--- src/rtl/execute_unit.sv ---
// Multi-cycle execute stage: NAND/ADD/CMP finish in one WB cycle, shifts step one bit per cycle.
// Drives the register-file write port with single-cycle strobes and a start/busy/done handshake.
module execute_unit #(
  parameter int DATA_WIDTH = 16,
  parameter int ADDR_W     = $clog2(DATA_WIDTH)
) (
  input  logic                  clk,
  input  logic                  n_rst,
  input  logic                  start,
  input  logic [2:0]            op,
  input  logic [DATA_WIDTH-1:0] ra,
  input  logic [DATA_WIDTH-1:0] rt,
  input  logic                  ps,
  input  logic                  pred_en,
  input  logic [ADDR_W-1:0]     dst_addr,
  output logic                  busy,
  output logic                  done,
  output logic                  illegal,
  output logic                  write,
  output logic [DATA_WIDTH-1:0] rw,
  output logic [ADDR_W-1:0]     rw_addr,
  output logic                  ps_write,
  output logic                  ps_out
);

  typedef enum logic [1:0] {
    IDLE  = 2'd0,
    SHIFT = 2'd1,
    WB    = 2'd2
  } state_t;

  localparam logic [2:0] OP_NAND = 3'b000;
  localparam logic [2:0] OP_ADD  = 3'b001;
  localparam logic [2:0] OP_SHL  = 3'b010;
  localparam logic [2:0] OP_SHR  = 3'b011;
  localparam logic [2:0] OP_CMP  = 3'b100;
  localparam logic [ADDR_W-1:0] CNT_ONE = {{(ADDR_W-1){1'b0}}, 1'b1};

  state_t                  state_r;
  logic [2:0]              op_r;
  logic [DATA_WIDTH-1:0]   acc_r;
  logic [DATA_WIDTH-1:0]   rt_r;
  logic [ADDR_W-1:0]       dst_r;
  logic [ADDR_W-1:0]       cnt_r;
  logic                    skip_r;
  logic                    skip_s;
  logic                    is_shift_s;
  logic [DATA_WIDTH:0]     sum_s;

  // Decode of the accept decision and the carry-extended adder.
  always_comb begin
    skip_s     = pred_en & ~ps;
    is_shift_s = (op == OP_SHL) || (op == OP_SHR);
    sum_s      = {1'b0, acc_r} + {1'b0, rt_r};
  end

  // Control FSM, operand capture, bit-serial shifter and registered write-port outputs.
  always_ff @(posedge clk or negedge n_rst) begin
    if (!n_rst) begin
      state_r  <= IDLE;
      op_r     <= 3'b000;
      acc_r    <= '0;
      rt_r     <= '0;
      dst_r    <= '0;
      cnt_r    <= '0;
      skip_r   <= 1'b0;
      busy     <= 1'b0;
      done     <= 1'b0;
      illegal  <= 1'b0;
      write    <= 1'b0;
      rw       <= '0;
      rw_addr  <= '0;
      ps_write <= 1'b0;
      ps_out   <= 1'b0;
    end else begin
      done     <= 1'b0;
      illegal  <= 1'b0;
      write    <= 1'b0;
      ps_write <= 1'b0;
      case (state_r)
        IDLE: begin
          if (start) begin
            op_r   <= op;
            acc_r  <= ra;
            rt_r   <= rt;
            dst_r  <= dst_addr;
            cnt_r  <= rt[ADDR_W-1:0];
            skip_r <= skip_s;
            busy   <= 1'b1;
            // A zero shift amount needs no shift cycles: acc already holds the answer.
            if (!skip_s && is_shift_s && (rt[ADDR_W-1:0] != '0)) begin
              state_r <= SHIFT;
            end else begin
              state_r <= WB;
            end
          end else begin
            state_r <= IDLE;
          end
        end
        SHIFT: begin
          if (op_r == OP_SHL) begin
            acc_r <= {acc_r[DATA_WIDTH-2:0], 1'b0};
          end else begin
            acc_r <= {1'b0, acc_r[DATA_WIDTH-1:1]};
          end
          cnt_r <= cnt_r - CNT_ONE;
          if (cnt_r == CNT_ONE) begin
            state_r <= WB;
          end else begin
            state_r <= SHIFT;
          end
        end
        WB: begin
          done    <= 1'b1;
          rw_addr <= dst_r;
          busy    <= 1'b0;
          state_r <= IDLE;
          if (!skip_r) begin
            case (op_r)
              OP_NAND: begin
                write <= 1'b1;
                rw    <= ~(acc_r & rt_r);
              end
              OP_ADD: begin
                write    <= 1'b1;
                rw       <= sum_s[DATA_WIDTH-1:0];
                ps_write <= 1'b1;
                ps_out   <= sum_s[DATA_WIDTH];
              end
              OP_SHL, OP_SHR: begin
                write <= 1'b1;
                rw    <= acc_r;
              end
              OP_CMP: begin
                ps_write <= 1'b1;
                ps_out   <= (acc_r == rt_r);
              end
              default: begin
                illegal <= 1'b1;
              end
            endcase
          end else begin
            illegal <= 1'b0;
          end
        end
        default: begin
          state_r <= IDLE;
          busy    <= 1'b0;
        end
      endcase
    end
  end

endmodule

--- config.mk ---
export PLATFORM = sky130hd
export DESIGN_NAME = execute_unit
export DESIGN_NICKNAME = d
export VERILOG_FILES = /design/src/rtl/execute_unit.sv
export SDC_FILE = /design/constraint.sdc
export NUM_CORES = 1
export LEC_CHECK = 0
export CORE_MARGIN = 4
export CORE_UTILIZATION = 40
export CTS_CLUSTER_SIZE = 24
export DETAILED_ROUTE_END_ITERATION = 10
export PLACE_DENSITY = 0.62
export REMOVE_ABC_BUFFERS = 1
export SETUP_SLACK_MARGIN = 0.1
export SYNTH_ARGS = -nofsm -noshare
export SYNTH_HDL_FRONTEND = slang
export SYNTH_SLANG_ARGS = --single-unit
--- constraint.sdc ---
create_clock -name clk -period 2.2 [get_ports clk]
set_clock_uncertainty 0.05 [all_clocks]
set_input_delay 0.22 -clock clk [delete_from_list [all_inputs] [get_ports clk]]
set_output_delay 0.22 -clock clk [all_outputs]
set_load 0.01 [all_outputs]
After elaboration in Yosys (flattened, before gate mapping)
Cells that the tools add are included.

Bits in registers: 72. Input port bits: 44. Output and inout bits: 26. Logic and storage cells: 76.

$add $sub $neg: 2. Eq/ne operators: 11. Muxes and demuxes: 23. Bitwise gates (word level): 6. Reduce and logical (&&, ||, !) cells: 19.

Operator list (count): 16-bit one-hot mux with 3 select lines (1); 16-bit 2-to-1 mux (2); 16-bit one-hot mux with 2 select lines (1); 16-bit by 16-bit adder with 17-bit output (1); 16-bit bitwise AND (1); 16-bit equality test (1); 16-bit NOT (1); 3-bit by 2-bit equality test with 1-bit output, second input constant (4); 1-bit 2-to-1 mux (11); 4-bit one-hot mux with 2 select lines (1); 2-bit 2-to-1 mux (3); 2-bit AND reduction (3); 3-bit AND reduction (2); 5-bit OR reduction (1); 4-bit by 1-bit equality test with 1-bit output, second input constant (1); 4-bit 2-to-1 mux (1); 1-bit one-hot mux with 2 select lines (2); 2-bit one-hot mux with 2 select lines (1); 2-bit nonzero test (2); 4-bit nonzero test (1); 2-bit OR reduction (2); 4-bit OR reduction (1); 4-bit by 1-bit subtractor with 4-bit output, second input constant (1); 3-bit by 1-bit equality test with 1-bit output, second input constant (1); 12 further kinds (15).

Logic depth before layout (Yosys ltp)
Gate-level depths: netlist of the first run.

Word-level depth: 8. Gate-level depth with buffers: 9. Depth with buffers taken out: 9.

Least setup slack after synthesis of the first run
No wires, ideal clock.

Path kind: flip-flop to flip-flop. Start point: reg acc_r[7]. End point: reg rw[13]. Library setup time: 0.120 ns. Data arrival time: 1.881 ns. Data required time: 2.030 ns. Slack: 0.148 ns. Stages on the path, launching flop included: 8. Buffers on the path: 1. Period minus slack after synthesis: 2.052 ns. Path through: dfrtp_1 -> ha_1 -> buf_2 -> nand3_1 -> or4_1 -> a31oi_1 -> mux2i_1 -> nand2_1.

Longest elaborated chain between the ends: 2.

Ends and longest elaborated chain: start: declaration (RTL line 41) `logic [DATA_WIDTH-1:0] acc_r;`; start signal: assignment (RTL line 84) `acc_r <= ra;`; start signal: assignment (RTL line 102) `acc_r <= {acc_r[DATA_WIDTH-2:0], 1'b0};`; start signal: assignment (RTL line 104) `acc_r <= {1'b0, acc_r[DATA_WIDTH-1:1]};`; 16-bit by 16-bit adder with 17-bit output (RTL line 54) `sum_s = {1'b0, acc_r} + {1'b0, rt_r};`; 16-bit one-hot mux with 3 select lines (RTL line 119) `case (op_r)`; end signal: assignment (RTL line 122) `rw <= ~(acc_r & rt_r);`; end signal: assignment (RTL line 126) `rw <= sum_s[DATA_WIDTH-1:0];`; end signal: assignment (RTL line 132) `rw <= acc_r;`; end: declaration (RTL line 20) `output logic [DATA_WIDTH-1:0] rw,`.

Every way passes these cells. A chain may end at the register's enable or synchronous reset.

Worst setup path in the final report of the first run
Start point: reg rt_r[1]. End point: reg rw[13].

Longest elaborated chain between the ends: 2.

Ends and longest elaborated chain: start: declaration (RTL line 42) `logic [DATA_WIDTH-1:0] rt_r;`; start signal: assignment (RTL line 85) `rt_r <= rt;`; 16-bit by 16-bit adder with 17-bit output (RTL line 54); 16-bit one-hot mux with 3 select lines (RTL line 119).

Every way passes these cells.

==> out/qor.txt, run 1 <==
status -> finished clean
Placed Area -> 5333 sq um
cell taking the most area after synthesis -> dfrtp_1
Async SR Flop Fraction -> 1.000
Worst Hold Class -> in -> reg
DP Wirelength -> 9.482 mm
Ys Warns -> 0
Detail Route Antenna Nets -> 0
register area -> 1802 sq um
Clk pwr share -> 0.122
final setup fails -> 0
largest fanout on the critical path -> 2
final WL -> 12.36 mm
sequential power share -> 0.252
CP endpoint kind -> flop
Max Transition Viols Final -> 0
Req. time, crit path -> 2400 ps
antenna violations before repair -> 0
fmax -> 466.6 MHz
measured slew at the worst slew-check pin -> 620.0 ps
Die Footprint -> 12,330 sq um
Yosys reg bits -> 72
Gate power share -> 0.626
first-pass GRT wire length -> 19.99 mm
sequential area share after synthesis -> 0.4242
layout cells sized above 1 -> 0.1812
Clock Sinks -> 72
Setup Crit Path Kind -> reg -> reg
Hold Path Stages -> 3
synthesized area -> 4248 sq um
DR vias/cell -> 5.288
power density over the cells -> 1673 nW/um^2
Int Pwr -> 0.005462 W
n_diodes -> 0
static leakage -> 2.568 nW
crit path time final -> 2143 ps
IO buf count -> 69
placed insts -> 730
design area -> 5811 sq um
reg2reg path depth -> 8
relative slew slack -> 0.5866
Starting Density -> 0.4115
gr usage total -> 0.2012
clk buf depth -> 2
TritonCTS Buffers -> 9
Die Ht -> 111.1 um
Rows -> 37
Critical Path Start Type -> flop
hold endpoint -> rt_r[6]
vias in the first global route -> 3,897
post-synthesis cell type count -> 62
Psw -> 0.004260 W
Filler cells -> 966
Synth area leaders -> dfrtp_1, nand2_1, ha_1
H-tree Lvls -> 3
Multi-input gate area -> 2425 sq um
area grow syn2layout -> 36.79%
Main synth FF type -> dfrtp_1
Vias -> 3,987
Reg2Reg Capture Point -> rw[13]
gp weighted congestion -> 0.8752
clk_lat worst skew -> 360 ps
syn_area_per_cell -> 8.395 sq um
post-synthesis cell count -> 506
CTS tree -> yes
clk slew on worst S/H paths -> 80 ps
Synth top area share -> 0.4242
largest net degree at the start of global routing -> 33
DR iter-0 viols -> 287
Final Non-Filler Cells -> 754
I/O pins -> 70
Critical R2R Launch -> rt_r[1]
Layout Nets -> 676
Sw Share -> 0.4382
TritonRoute pass-1 iters -> 5
max-cap viol count -> 0
Reg2Reg Setup Slack -> 60 ps
Arr. time, crit path -> 2350 ps
EDFF count, synth -> 0
worst vdd ir -> 541.0 uV
final worst-path cycle share -> 0.9743
core area -> 10,320 sq um
CTS root buffer -> clkbuf_8
Hold Vio Cnt, Final -> 0
GR Overflow Total -> 0
drc violations -> 0
unrepaired setup endpoints after global routing -> yes
Die Wd -> 111.1 um
beginning of the worst hold path -> rt[6]
Wirelength per Cell -> 16.40 um
-- worst max-delay path, cell delays in order (launching register included) --
cell and delay [ps]:
dfrtp_1 420, ha_4 280, a21o_1 140, buf_6 110, a21oi_4 50, or4_4 540
a31oi_4 190, mux2i_1 200, nand2_1 60
-- state kept, by name (all words and copies together) (netlist names) --
name,cells
write,1
ps_out,1
skip_r,1
rw_addr,4
rw,16
busy,1
cnt_r,4
ps_write,1
acc_r,16
op_r,3
state_r,2
dst_r,4
illegal,1
rt_r,16
done,1
-- per-stage QoR --
| stage | hold slack, ps | power [W] | setup slack (ps) | TNS, ps | utilization |
|---|---|---|---|---|---|
| final | 333.7 | 0.009723 | 56.62 | 0 | 0.5628 |
| after global routing | 333.8 | 0.01051 | -18.37 | -18.37 | 0.5628 |
| after CTS | 316.6 | 0.009310 | 94.10 | 0 | 0.5474 |
| after detailed placement | 211.1 | 0.007878 | -74.46 | -127.7 | 0.5165 |
| after global placement | 207.3 | 0.007880 | -54.89 | -65.05 | 0.5165 |
| after floorplan | -125.6 | 0.005552 | -500.1 | -7075 | - |
-- cells by family (layout without fill, tap and decap cells) --
group | Yosys count | after routing | synth area share
and+or+nand+nor | 214 | 214 | 0.2256
AOI/OAI and AO/OA | 129 | 129 | 0.1835
DFF | 72 | 72 | 0.4242
buffers and inverters | 46 | 158 | 0.05066
adders and majority gates | 19 | 19 | 0.05773
muxes | 16 | 16 | 0.03770
xor gates and xnor gates | 10 | 10 | 0.02062
-- how the worst max path moves through the flow --
| stage | from | to | slack [ps] | cells after the start |
|---|---|---|---|---|
| 6_report | rt_r[1] | rw[13] | 60 | 8 |
| 5_1_grt | acc_r[1] | rw[13] | -20 | 8 |
| 4_1_cts | acc_r[0] | rw[6] | 90 | 9 |
| 3_5_place_dp | acc_r[0] | rw[12] | -70 | 9 |
| 3_3_place_gp | acc_r[0] | rw[12] | -50 | 9 |
| 2_1_floorplan | op_r[1] | acc_r[14] | -500 | 6 |
-- final cells by class --
cell class | instances | share of cell area
inverters | 17 | 0.01184
repair buffers | 125 | 0.1936
clock inverters | 5 | 0.01357
flip-flops and latches | 72 | 0.3101
multi-input cells | 388 | 0.4173
well taps | 136 | 0.02929
clock buffers | 11 | 0.02433
-- synthesized netlist by cell type (6+ instances only) --
cell,instances
nand3_1,10
dfrtp_1,72
mux2i_1,16
nor3_1,6
o21ai_0,16
a21oi_1,38
inv_1,14
o22ai_1,9
ha_1,18
o21ai_1,25
buf_2,7
xnor2_1,9
nor2_1,35
nand2_1,126
o211ai_1,7
clkbuf_1,14
-- per-layer routing --
| metal | up-vias | wire length, um | GRT usage |
|---|---|---|---|
| met5 | - | 0 | 0 |
| met4 | 0 | 167 | 0.05109 |
| met3 | 16 | 697 | 0.03657 |
| met2 | 133 | 5309 | 0.2965 |
| met1 | 1855 | 6190 | 0.3046 |
| li1 | 1983 | - | - |
-- power by group through the flow --
| stage | clock (W) | combinational, W | sequential [W] |
|---|---|---|---|
| after CTS | 0.00122 | 0.00567 | 0.00242 |
| final | 0.00119 | 0.00609 | 0.00245 |
| after floorplan | 0 | 0.00307 | 0.00248 |
| after detailed placement | 0 | 0.00544 | 0.00244 |
| after global placement | 0 | 0.00547 | 0.00241 |
| after global routing | 0.00127 | 0.00669 | 0.00255 |
-- timing repair --
| action | 4_1_cts | 5_1_grt |
|---|---|---|
| hold buffers | 1 | 0 |
| resized for setup | 14 | 22 |
| setup endpoints to repair | 9 | 13 |
| gates cloned | 0 | 0 |
| buffers inserted | 2 | 6 |
| endpoints found under the hold margin | 19 | 0 |
| pin swaps | 4 | 14 |
-- placed cells by master, fill, tap and decap left out, types with 5 or more instances in the layout --
cell,Yosys,layout
inv_1,14,12
a21oi_1,38,33
o211ai_1,7,7
ha_1,18,11
xnor2_1,9,9
dfrtp_1,72,72
o21ai_1,25,26
clkdlybuf4s50_1,0,68
o21a_1,5,5
nor2_1,35,34
o21ai_0,16,15
buf_4,3,53
clkbuf_8,0,10
nand2_1,126,126
mux2i_1,16,16
nand3_1,10,9
nor3_1,6,6
o22ai_1,9,9
No activity file was read; power rests on OpenSTA's default activity.
==> run 2: changes to the inputs <==
--- a/config.mk
+++ b/config.mk
@@ -5,8 +5,10 @@
 export SDC_FILE = /design/constraint.sdc
 export NUM_CORES = 1
 export LEC_CHECK = 0
+export ABC_AREA = 0
 export CORE_MARGIN = 4
 export CORE_UTILIZATION = 40
+export CTS_CLUSTER_DIAMETER = 40
 export CTS_CLUSTER_SIZE = 24
 export DETAILED_ROUTE_END_ITERATION = 10
 export PLACE_DENSITY = 0.62
==> results of run 2 <==
Same layout as run 1: the final DEF is identical, and so are final timing and power.
==> run 3: changes to the inputs <==
--- a/config.mk
+++ b/config.mk
@@ -11,7 +11,9 @@
 export CTS_CLUSTER_DIAMETER = 40
 export CTS_CLUSTER_SIZE = 24
 export DETAILED_ROUTE_END_ITERATION = 10
-export PLACE_DENSITY = 0.62
+export DONT_BUFFER_PORTS = 1
+export GPL_TIMING_DRIVEN = 0
+export PLACE_DENSITY = 0.53
 export REMOVE_ABC_BUFFERS = 1
 export SETUP_SLACK_MARGIN = 0.1
 export SYNTH_ARGS = -nofsm -noshare
==> out/qor.txt, run 3 (synthesis gave the netlist of run 1 again) <==
status -> finished clean
final worst-path cycle share -> 0.9945
Detail Route Antenna Nets -> 0
GR Overflow Total -> 0
Critical R2R Launch -> acc_r[0]
Req. time, crit path -> 2380 ps
Psw -> 0.004138 W
Worst Hold Class -> in -> reg
first-pass GRT wire length -> 19.59 mm
GR Util met3 -> 0.04531
n_diodes -> 0
beginning of the worst hold path -> ra[6]
gp weighted congestion -> 0.8605
vias in the first global route -> 3,658
Die Wd -> 111.1 um
unrepaired setup endpoints after global routing -> yes
DR vias/cell -> 5.465
TritonCTS Buffers -> 9
Wirelength per Cell -> 17.43 um
Setup Crit Path Kind -> reg -> reg
final core occ -> 0.5071
Hold Vio Cnt, Final -> 0
CTS tree -> yes
measured slew at the worst slew-check pin -> 907.5 ps
largest fanout on the critical path -> 2
fmax -> 457.1 MHz
grt peak-use layer -> met2
static leakage -> 2.214 nW
DR iter-0 viols -> 264
met2 GRT Util -> 0.2921
CTS root buffer -> clkbuf_8
Starting Density -> 0.4115
H-tree Lvls -> 3
IO buf count -> 0
most common cell after layout, fill and taps aside -> nand2_1
Layout Nets -> 599
post-route setup slack -> 12.09 ps
Placed Area -> 4310 sq um
Vias -> 3,700
Gate power share -> 0.569
clk slew on worst S/H paths -> 80 ps
drc violations -> 0
Sw Share -> 0.4758
layout cells sized above 1 -> 0.1682
DP Wirelength -> 8.059 mm
Rows -> 37
Int Pwr -> 0.004559 W
gr usage total -> 0.1951
Arr. time, crit path -> 2360 ps
CP endpoint kind -> flop
relative slew slack -> 0.3949
Die Ht -> 111.1 um
Worst Setup SP -> acc_r[0]
final setup fails -> 0
power density over the cells -> 1661 nW/um^2
largest net degree at the start of global routing -> 73
final WL -> 11.80 mm
Critical Path Start Type -> flop
max-cap viol count -> 0
GR Util met1 -> 0.2864
core area -> 10,320 sq um
TritonRoute pass-1 iters -> 5
placement-stage worst setup slack -> -482.8 ps
Die Footprint -> 12,330 sq um
clk_lat worst skew -> 360 ps
Max Transition Viols Final -> 0
most frequent cells in the layout -> nand2_1, dfrtp_1, nor2_1
Clk pwr share -> 0.109
area grow syn2layout -> 23.24%
worst vdd ir -> 521.6 uV
clk buf depth -> 2
sequential power share -> 0.322
design area -> 5235 sq um
antenna violations before repair -> 0
Clock Sinks -> 72
biggest regs -> acc_r (16), rt_r (16), rw (16)
crit path time final -> 2188 ps
I/O pins -> 70
run 3: final timing paths:
| check | depth (start not counted) | slack (ps) | to |
|---|---|---|---|
| setup reg to reg | 8 | 10 | rw[5] |
| hold / removal | 2 | 20 | acc_r[6] |
| hold reg to reg | 2 | 430 | rw_addr[1] |
| max in group asynchronous | 2 | 1400 | acc_r[9] |
| setup / recovery | 8 | 10 | rw[5] |
| min in group asynchronous | 2 | 330 | write |
run 3: per-stage QoR:
stage / power (W) / hold WS, ps / TNS, ps / instances
finish: 0.008697 / 15.72 / 0 / 677
global placement: 0.006586 / -123.6 / -27130 / 613
floorplan: 0.005552 / -125.6 / -7075 / 477
detailed placement: 0.006662 / -123.1 / -7153 / 615
global route: 0.009447 / 18.32 / -126.2 / 677
CTS: 0.008342 / 2.995 / 0 / 672
run 3: area by class of cell:
class / count / area, sq um
clock buffer: 9 / 123.9
clock inverter: 7 / 46.29
fill: 974 / 5089
inverter: 17 / 68.82
multi-input combinational: 388 / 2536
sequential: 72 / 1810
tap: 136 / 170.2
timing repair buffer: 48 / 479.2
run 3: what timing repair did:
| action | CTS | global route |
|---|---|---|
| hold buffers | 33 | 0 |
| hold endpoints to repair | 103 | 0 |
| gates resized for setup | 40 | 20 |
| pin swaps | 7 | 12 |
| endpoints found under the setup margin | 32 | 29 |
| buffers inserted | 8 | 5 |
run 3: metal layers:
layer / wire [um] / share of wire
met1: 5768 / 0.49
met4: 91 / 0.0077
met3: 659 / 0.056
met2: 5280 / 0.45
met5: 0 / 0
run 3: power groups by stage:
stage	logic [W]	clock network, W	registers, W
after detailed placement	0.00391	0	0.00275
after global placement	0.00386	0	0.00273
after CTS	0.00458	0.000979	0.00278
final	0.00495	0.000946	0.00280
after global routing	0.00549	0.00104	0.00291
after floorplan	0.00307	0	0.00248
run 3: worst max-delay path, stage by stage (launching register included):
cell,delay (ps)
dfrtp_1,410
ha_2,210
buf_4,140
a21o_1,200
and4_4,210
nor3_1,170
xnor2_1,100
a221oi_1,470
o21ai_1,110
